$ cat src/rtl/mul_share_arbiter.sv
// Round-robin sharing of one iterative 32x32->64 multiplier; grant->start 1 cycle, done->resp 1 cycle; resp stalls hold everything.
// Optional WAIT watchdog enabled by defining MUL_ARB_TIMEOUT_EN (resp_err=1, resp_r=0 on expiry).
module mul_share_arbiter #(
  parameter int N_REQ          = 4,
  parameter int TIMEOUT_CYCLES = 64,
  parameter int IDW            = $clog2(N_REQ)
) (
  input  logic                  clk,
  input  logic                  reset,
  input  logic [N_REQ-1:0]      req_valid,
  output logic [N_REQ-1:0]      req_ready,
  input  logic [32*N_REQ-1:0]   req_a,
  input  logic [32*N_REQ-1:0]   req_b,
  output logic                  resp_valid,
  input  logic                  resp_ready,
  output logic [IDW-1:0]        resp_id,
  output logic [63:0]           resp_r,
  output logic                  resp_err,
  output logic                  busy,
  output logic                  mul_valid_in,
  output logic [31:0]           mul_a,
  output logic [31:0]           mul_b,
  input  logic                  mul_valid_out,
  input  logic [63:0]           mul_r
);

  typedef enum logic [1:0] {S_IDLE, S_ISSUE, S_WAIT, S_RESP} state_t;

  state_t         state;
  logic [IDW-1:0] ptr;
  logic [IDW-1:0] winner;
  logic [IDW-1:0] next_ptr;
  logic [IDW:0]   scan;
  logic           found;
  logic           grant;

  // Scan from the highest offset down so the closest requester to ptr wins.
  always_comb begin
    found  = 1'b0;
    winner = '0;
    scan   = '0;
    for (int k = N_REQ - 1; k >= 0; k--) begin
      scan = {1'b0, ptr} + (IDW+1)'(k);
      if (scan >= (IDW+1)'(N_REQ)) scan = scan - (IDW+1)'(N_REQ);
      if (req_valid[scan[IDW-1:0]]) begin
        found  = 1'b1;
        winner = scan[IDW-1:0];
      end
    end
  end

  assign grant     = (state == S_IDLE) && found;
  assign req_ready = grant ? (N_REQ'(1) << winner) : '0;
  assign next_ptr  = (winner == IDW'(N_REQ - 1)) ? '0 : winner + IDW'(1);

`ifdef MUL_ARB_TIMEOUT_EN
  localparam int TW = $clog2(TIMEOUT_CYCLES + 1);
  logic [TW-1:0] wait_cnt;
`else
  // The watchdog limit has no effect in this build.
  assign resp_err = (TIMEOUT_CYCLES < 0);
`endif

  always_ff @(posedge clk or posedge reset) begin
    if (reset) begin
      state        <= S_IDLE;
      ptr          <= '0;
      mul_a        <= '0;
      mul_b        <= '0;
      resp_r       <= '0;
      resp_id      <= '0;
      resp_valid   <= 1'b0;
      busy         <= 1'b0;
      mul_valid_in <= 1'b0;
`ifdef MUL_ARB_TIMEOUT_EN
      resp_err     <= 1'b0;
      wait_cnt     <= '0;
`endif
    end else begin
      case (state)
        S_IDLE: begin
          if (grant) begin
            mul_a        <= req_a[32*winner +: 32];
            mul_b        <= req_b[32*winner +: 32];
            resp_id      <= winner;
            ptr          <= next_ptr;
            busy         <= 1'b1;
            mul_valid_in <= 1'b1;
            state        <= S_ISSUE;
`ifdef MUL_ARB_TIMEOUT_EN
            resp_err     <= 1'b0;
`endif
          end
        end
        S_ISSUE: begin
          mul_valid_in <= 1'b0;
          state        <= S_WAIT;
`ifdef MUL_ARB_TIMEOUT_EN
          wait_cnt     <= '0;
`endif
        end
        S_WAIT: begin
          if (mul_valid_out) begin
            resp_r     <= mul_r;
            resp_valid <= 1'b1;
            state      <= S_RESP;
          end
`ifdef MUL_ARB_TIMEOUT_EN
          else if (wait_cnt == TW'(TIMEOUT_CYCLES - 1)) begin
            resp_r     <= '0;
            resp_err   <= 1'b1;
            resp_valid <= 1'b1;
            state      <= S_RESP;
          end else begin
            wait_cnt   <= wait_cnt + TW'(1);
          end
`endif
        end
        S_RESP: begin
          if (resp_ready) begin
            resp_valid <= 1'b0;
            busy       <= 1'b0;
            state      <= S_IDLE;
          end
        end
        default: state <= S_IDLE;
      endcase
    end
  end

endmodule

$ cat config.mk
export PLATFORM = sky130hd
export DESIGN_NAME = mul_share_arbiter
export DESIGN_NICKNAME = d
export VERILOG_FILES = /design/src/rtl/mul_share_arbiter.sv
export SDC_FILE = /design/constraint.sdc
export NUM_CORES = 1
export LEC_CHECK = 0
export ABC_AREA = 1
export CAP_MARGIN = 30
export CORE_AREA = 2 2 179 181
export DETAILED_ROUTE_END_ITERATION = 16
export DIE_AREA = 0 0 181 183
export GPL_TIMING_DRIVEN = 0
export PLACE_DENSITY = 0.61
export SYNTH_ARGS = -nofsm -noshare
export SYNTH_HDL_FRONTEND = slang
export SYNTH_SLANG_ARGS = --single-unit
$ cat constraint.sdc
create_clock -name clk -period 5.9 [get_ports clk]
set_input_delay 0.59 -clock clk [delete_from_list [all_inputs] [get_ports clk]]
set_output_delay 0.59 -clock clk [all_outputs]
set_load 0.02 [all_outputs]
# Word-level counts from Yosys, hierarchy flattened
# Cells that the tools add are included.
# totals
reg_bits	137
inputBits	328
out_inout_bits	138
word_cells	78
# op_classes
addsub	8
order_cmp	8
eq_ne	7
shifts	3
mux	32
reduce_logical	11
# ops
op	count
$shiftx 128x8->32	2
$mux 2	12
$lt 2x3->1 const B	4
$mux 1	11
$ge 3x3->1 const B	3
$reduce_and 3->1	3
$bmux 1 s2	4
$pmux 2 s4	1
$sub 2x1->2 const B	4
$add 2x2->3 const B	2
$eq 2x2->1 const B	3
$ne 2x2->1 const B	3
$pmux 1 s2	3
$reduce_and 2->1	3
$reduce_bool 2->1	3
$mux 4	1
$shl 1x2->4 const A	1
$add 2x1->3 const B	1
$ge 2x3->1 const B	1
$add 2x1->2 const B	1
$eq 2x1->1 const B	1
$logic_not 2->1	1
$logic_and 1x1->1	1

# Longest topological paths before layout
# Gate-level depths: netlist of the first run.
# logic_depth
ltp_word	12
ltp_mapped	16
ltp_nobuf	13

# Worst setup path after synthesis of the first run
# Ideal clock, no wire load.
# synth_path
kind	input port to output port
from	in req_valid[1]
to	out req_ready[0]
arrival_time_ps	2094
t_required_ps	5310
slack_ps	3216
cell_stages	12
path_buffers	3
cell_sequence	inv_1 nand2_1 nand3_1 nand2_1 inv_2 nand2_1 nand3_2 nand2_2 buf_6 buf_6 buf_6 nor3_1
# synth_between
elab_chain_len	8
word_cells_on_any_way	19
classes_between	shift: 1; mux: 17; reduce/logical: 1
# synth_rtl
element	line_no	rtl
start, declared	10	input logic [N_REQ-1:0] req_valid,
$bmux 1 s2	45	if (req_valid[scan[IDW-1:0]]) begin
$mux 1 (implied by the code)	45	
$mux 2 / $mux 1 (equally long branches) (4 in a row)	45	
$shl 1x2->4 / $logic_and 1x1->1 (equally long branches)	53, 52	
$mux 4 *	53	assign req_ready = grant ? (N_REQ'(1) << winner) : '0;
end, declared	11	output logic [N_REQ-1:0] req_ready,
# Mark *: on every way between the ends. The rest lies on a longest branch, timed or not. The select of a mux whose other input is x is not followed.

# Final worst setup path of the first run
# layout_path
from	in req_valid[1]
to	out req_ready[3]
# The elaborated chain is that of the path after synthesis.

==> flow_metrics.env, run 1 <==
export IMPL_met2_usage=0.372
export IMPL_busiest_layer="met2"
export IMPL_worstSetupPathDepth=15
export IMPL_core_sq_mm=0.0312
export IMPL_vias_per_cell=4.40
export IMPL_initial_core_util=0.262
export IMPL_antenna_found_initial=0
export IMPL_postPlaceCellArea_sq_mm=0.0134
export IMPL_vias=8908
export IMPL_synth_edf_count=0
export IMPL_port_buffer_count=464
export IMPL_timing_fmax_mhz=246
export IMPL_finalNonFillerCells=2025
export IMPL_power_switching_mw=3.84
export IMPL_rrSetupSlack_ns=3.33
export IMPL_grt_first_pass_wirelength_microns=51900
export IMPL_rsz0062_at_grt="no"
export IMPL_gp_congestion=0.933
export IMPL_grt_pass1_vias=9237
export IMPL_grt_overflow=0
export IMPL_clkSlewWorstSetupHoldPaths_ns=0.06
export IMPL_use_met3=0.0490
export IMPL_crit_path_end_kind="primary output"
export IMPL_slew_headroom=0.407
export IMPL_cts_sinks=137
export IMPL_fp_dieArea_sq_mm=0.0331
export IMPL_syn_nets=1460
export IMPL_synth_async_reset_ratio=1.00
export IMPL_netlist_area_leader_share=0.418
export IMPL_crit_buf_inv=7
export IMPL_syn_inst=1127
export IMPL_dpl_hpwl_microns=26500
export IMPL_p_clk_frac=0.145
export IMPL_critPathKind="in2out"
export IMPL_hold_viol=0
export IMPL_finalMaxSlewViolations=0
export IMPL_synth_area_per_cell_sq_um=7.27
export IMPL_cts_setup_buffers=0
export IMPL_final_cell_mix="clkdlybuf4s50_1, nand2_1, inv_1"
export IMPL_fin_nets=1944
export IMPL_worst_slew_pin_slew_ns=0.890
export IMPL_drive_gt1_frac=0.0869
export IMPL_dp_cells=1994
export IMPL_cts_resized=0
export IMPL_area_growth_pct=70.7
export IMPL_wl_per_cell_microns=16.9
export IMPL_reg2reg_from="ptr[1]"
export IMPL_rr_endpoint="mul_b[3]"
export IMPL_n_antenna_cell=0
export IMPL_met1_usage=0.238
export IMPL_netlist_area_sq_mm=0.00820
export IMPL_crit_fanout=10
export IMPL_final_common_cell="clkdlybuf4s50_1"
export IMPL_synth_area_leader_cell="dfrtp_1"
export IMPL_ys_warn_count=0
export IMPL_cts_max_level=4
export IMPL_seq_power_share=0.210
export IMPL_die_width_microns=181
export IMPL_pwr_share_comb=0.645
export IMPL_crit_chain="clkdlybuf4s50_1 > inv_1 > nand2_1 > nand3_1 > nand2_1 > inv_2 > nand2_1 > nand3_2 > nand2_2 > buf_6 > buf_6 > buf_6 > nand2_1 > nor2_1 > clkdlybuf4s50_1"
export IMPL_finalCritPeriodShare=0.690
export IMPL_holdPathStages=2
export IMPL_grt_total_usage=0.203
export IMPL_vdd_drop_max_mv=0.294
export IMPL_p_sw_frac=0.477
export IMPL_p_int_mw=4.20
export IMPL_max_cap_violations=0
export IMPL_synth_flop_cell="dfrtp_1"
export IMPL_clock_root_buffer="clkbuf_16"
export IMPL_cp_endpoint="req_ready[3]"
export IMPL_power_density_mw_per_mm2=575
export IMPL_path_delay_family="buffers and inverters"
export IMPL_cp_common_cell="nand2_1"
export IMPL_worstSetupStartpointType="input pin"
export IMPL_cts_path_max_buffers=2
export IMPL_hold_slack_ns=0.480
export IMPL_crit_slowest_cell="clkdlybuf4s50_1"
export IMPL_drt_iter0_drc=370
export IMPL_synth_cell_types=27
export IMPL_clk_latency_ns=0.42
export IMPL_finalSetupViolations=0
export IMPL_outcome="finished clean"
export IMPL_wl_microns=34200
export IMPL_drc=0
export IMPL_clock_skew_final_ns=0.0125
export IMPL_ant_nets=0
export IMPL_synth_seq_cells=137
export IMPL_arrival_ns=3.48
export IMPL_period_needed_ns=4.07
export IMPL_io_pins=466
export IMPL_hold_buffers=0
export IMPL_r2r_worst_path_cells=13
export IMPL_cp_required_ns=5.31
export IMPL_cts_made_buffers=17
export IMPL_synth_seq_area_share=0.418
export IMPL_utilization=0.448
export IMPL_crit_path_start="req_valid[1]"
export IMPL_holdCritPathClass="reg2reg"
export IMPL_die_h_microns=183
export IMPL_drt_pass1_iterations=5
export IMPL_slowest_delay_ns=0.64
export IMPL_tns_ns=0
export IMPL_p_leak_nw=6.96
export IMPL_stdcell_area_sq_mm=0.0140
export IMPL_synth_area_top_cells="dfrtp_1, nand2_1, nand3_1"
export IMPL_std_cell_rows=65
export IMPL_grt_max_degree=90
export IMPL_cts_tree="built"
[power groups by stage]
stage / logic [mW] / registers, mW / clock network, mW
final: 5.19 / 1.69 / 1.16
after global routing: 5.70 / 1.74 / 1.23
after CTS: 5.26 / 1.69 / 1.20
after floorplan: 2.47 / 2.23 / 0
after detailed placement: 5.25 / 1.69 / 0
after global placement: 5.21 / 1.67 / 0
[layer usage]
metal	vias up	wire length [microns]
met1	4107	14100
li1	4420	-
met3	36	2310
met4	0	573
met2	345	17200
met5	-	0
[tightest hold or removal path, cell delays in order, from the launching register on]
cell and delay [ns]:
dfrtp_1 0.34, nand2_1 0.05, nand2_1 0.05
[synthesized netlist by cell type (2+ instances only)]
cell type  count
inv_1        235
dfrtp_1      137
nor3_1         2
nand2_2        4
o211ai_1      33
a21oi_1        2
buf_2         19
nor2_1        11
mux2_2        64
nand2_1      350
o21ai_0        7
inv_2          4
clkbuf_1      28
buf_1          6
nand3_1      197
buf_6          9
ha_1           5
clkinv_1       2
buf_4          2
nand3_2        3
[worst min path at each step]
stage	startpoint	to
2_1_floorplan	state[1]	state[1]
3_3_place_gp	mul_a[27]	mul_a[27]
3_5_place_dp	mul_a[24]	mul_a[24]
4_1_cts	mul_a[24]	mul_a[24]
5_1_grt	mul_a[27]	mul_a[27]
6_report	mul_a[24]	mul_a[24]
[stage by stage]
step / total power, mW / worst slack, ns
global route: 8.67 / 1.57
finish: 8.04 / 1.83
CTS: 8.15 / 1.76
global placement: 6.88 / -0.801
detailed placement: 6.94 / 1.78
floorplan: 4.70 / 1.64
[registers in the layout (all words and copies together), names as in the netlist]
signal        count
mul_a            32
mul_b            32
resp_r           64
busy              1
resp_id           2
mul_valid_in      1
ptr               2
state             2
resp_valid        1
[kinds of logic after synthesis]
logic type / count (synthesis) / share of synthesized area
adder cells (fa/ha/maj): 5 / 0.00763
multiplexers: 64 / 0.0879
AND/OR/NAND/NOR: 571 / 0.297
AO/OA/AOI/OAI: 43 / 0.0366
flip-flops: 137 / 0.418
other: 1 / 0.000457
buffers and inverters: 306 / 0.152
[area by class of cell]
class	count	area, sq um
Buffer	64	339
Sequential cell	137	3430
Clock inverter	14	188
Timing Repair Buffer	465	4670
Tap cell	402	503
Multi-Input combinational cell	684	3520
Clock buffer	17	425
Inverter	242	916
Fill cell	3149	17200
Power figures use the tool's default switching activity.
==> run 2, diff against run 1 <==
- clock period: 5.9 -> 3.9 ns (I/O delays scaled with it)
==> run 2 against run 1 <==
  * Non-clock buffer count is 3 higher
  * Global-route usage rose by 0.11 points
  * Hold slack got worse by 0.11 ns
  * Highest routed layer unchanged
==> flow_metrics.env, run 2 (synthesis gave the netlist of run 1 again) <==
export IMPL_fp_dieArea_sq_mm=0.0331
export IMPL_die_h_microns=183
export IMPL_max_cap_violations=0
export IMPL_p_clk_frac=0.149
export IMPL_crit_fanout=10
export IMPL_grt_pass1_vias=9240
export IMPL_postPlaceCellArea_sq_mm=0.0134
export IMPL_power_density_mw_per_mm2=866
export IMPL_crit_path_end_kind="primary output"
export IMPL_initial_core_util=0.262
export IMPL_grt_overflow=0
export IMPL_largest_register="resp_r"
export IMPL_wl_per_cell_microns=16.9
export IMPL_finalNonFillerCells=2029
export IMPL_holdCritPathClass="in2async"
export IMPL_p_leak_nw=7.03
export IMPL_drive_gt1_frac=0.0897
export IMPL_drt_pass1_iterations=6
export IMPL_antenna_found_initial=0
export IMPL_vdd_drop_max_mv=0.322
export IMPL_largest_reg_flops=64
export IMPL_crit_chain="buf_4 > nand2_1 > nand3_1 > nand2_1 > inv_2 > nand2_1 > nand3_2 > nand2_2 > clkinv_1 > buf_2 > ha_1 > inv_1 > nor2_1 > clkdlybuf4s50_1"
export IMPL_gp_congestion=0.893
export IMPL_power_switching_mw=5.76
export IMPL_rsz0062_at_grt="yes"
export IMPL_dpl_hpwl_microns=27200
export IMPL_slew_headroom=0.399
export IMPL_grt_total_usage=0.205
export IMPL_cts_tree="built"
export IMPL_nFillCells=3118
export IMPL_clk_latency_ns=0.42
export IMPL_slowest_delay_ns=0.58
export IMPL_tns_ns=0
export IMPL_seq_power_share=0.208
export IMPL_clock_root_buffer="clkbuf_16"
export IMPL_ant_nets=0
export IMPL_final_common_cell="clkdlybuf4s50_1"
export IMPL_cp_required_ns=3.51
export IMPL_wl_microns=34300
export IMPL_stdcell_area_sq_mm=0.0141
export IMPL_pwr_share_comb=0.643
export IMPL_area_growth_pct=71.9
export IMPL_final_cell_mix="clkdlybuf4s50_1, nand2_1, inv_1"
export IMPL_finalSetupViolations=0
export IMPL_grt_max_degree=37
export IMPL_drt_iter0_drc=394
export IMPL_dp_cells=1997
export IMPL_timing_fmax_mhz=269
export IMPL_worstSetupStartpointType="flop"
export IMPL_grt_first_pass_wirelength_microns=52200
export IMPL_hold_viol=0
export IMPL_arrival_ns=3.32
export IMPL_clock_skew_final_ns=0.00937
export IMPL_cts_path_max_buffers=2
export IMPL_finalCritPeriodShare=0.952
export IMPL_n_antenna_cell=0
export IMPL_drc=0
export IMPL_crit_slowest_cell="clkdlybuf4s50_1"
export IMPL_port_buffer_count=464
export IMPL_top_regs="resp_r x64, mul_a x32, mul_b x32"
export IMPL_io_pins=466
export IMPL_std_cell_rows=65
export IMPL_p_int_mw=6.45
export IMPL_worst_slew_pin_slew_ns=0.901
export IMPL_vias_per_cell=4.39
export IMPL_outcome="finished clean"
export IMPL_die_width_microns=181
export IMPL_core_sq_mm=0.0312
export IMPL_cp_common_cell="nand2_1"
export IMPL_finalMaxSlewViolations=0
export IMPL_fin_nets=1947
export IMPL_period_needed_ns=3.71
export IMPL_critPathKind="reg2out"
export IMPL_hold_slack_ns=0.370
export IMPL_cts_max_level=4
export IMPL_clkSlewWorstSetupHoldPaths_ns=0.07
export IMPL_vias=8917
export IMPL_p_sw_frac=0.472
export IMPL_cts_sinks=137
export IMPL_r2r_worst_path_cells=12
export IMPL_cts_made_buffers=17
[run 2: cell types whose count changed in the layout (fill, tap and decap cells not counted)]
| cell | change |
|---|---|
| dfrtp_2 | +1 |
| clkinvlp_4 | -1 |
| inv_6 | -4 |
| bufinv_16 | +1 |
| clkinv_2 | +2 |
| inv_8 | +2 |
| dfrtp_1 | -1 |
| clkbuf_8 | +1 |
| buf_12 | +3 |
| clkdlybuf4s50_1 | -1 |
| dlymetal6s2s_1 | +1 |
[run 2: worst paths after layout]
path / start / to / slack (ns)
worst max-delay path: ptr[0] / req_ready[2] / 0.19
max in group asynchronous: reset / ptr[1] / 2.70
worst min register to register: mul_a[2] / mul_a[2] / 0.48
min in group clk: mul_a[2] / mul_a[2] / 0.48
worst min-delay path: reset / resp_r[14] / 0.37
worst max register to register: ptr[0] / ptr[1] / 1.34
[run 2: per-stage QoR]
| step | utilization | power (mW) | setup slack (ns) |
|---|---|---|---|
| 2_1_floorplan | - | 7.11 | 1.50 |
| 4_1_cts | 0.451 | 12.4 | 0.107 |
| 3_5_place_dp | 0.430 | 10.5 | 0.199 |
| 6_report | 0.451 | 12.2 | 0.187 |
| 3_3_place_gp | 0.427 | 10.4 | 0.235 |
| 5_1_grt | 0.451 | 13.2 | -0.00846 |
[run 2: repair_timing]
| item | 4_1_cts | 5_1_grt |
|---|---|---|
| setup buffers | 0 | 0 |
| gates resized for setup | 0 | 2 |
| endpoints found under the setup margin | 0 | 3 |
| hold buffers | 0 | 0 |
[run 2: area by class of cell]
type	instances	area [sq um]	share of cell area
Timing Repair Buffer	468	4730	0.336
Multi-Input combinational cell	684	3520	0.250
Tap cell	402	503	0.0357
Clock buffer	18	439	0.0312
Inverter	242	915	0.0649
Sequential cell	137	3430	0.243
Clock inverter	14	209	0.0148
Buffer	64	339	0.0241
[run 2: worst max-delay path: cells and delay by family (launching register included)]
family,cells,cell delay (ns)
buf+inv,6,1.48
simple gates,7,0.82
flops,1,0.36
fa+ha+maj,1,0.23
[run 2: layer usage]
layer  wire length, microns  GRT usage
met1                  13900      0.239
met2                  17500      0.372
met3                   2370     0.0544
met4                    517     0.0517
met5                      0          0
[run 2: power groups by stage]
stage	Clock, mW	Sequential, mW	Combinational (mW)
after global placement	0	2.52	7.88
after CTS	1.87	2.54	7.97
after floorplan	0	3.37	3.74
final	1.82	2.53	7.84
after global routing	1.93	2.63	8.60
after detailed placement	0	2.55	7.93
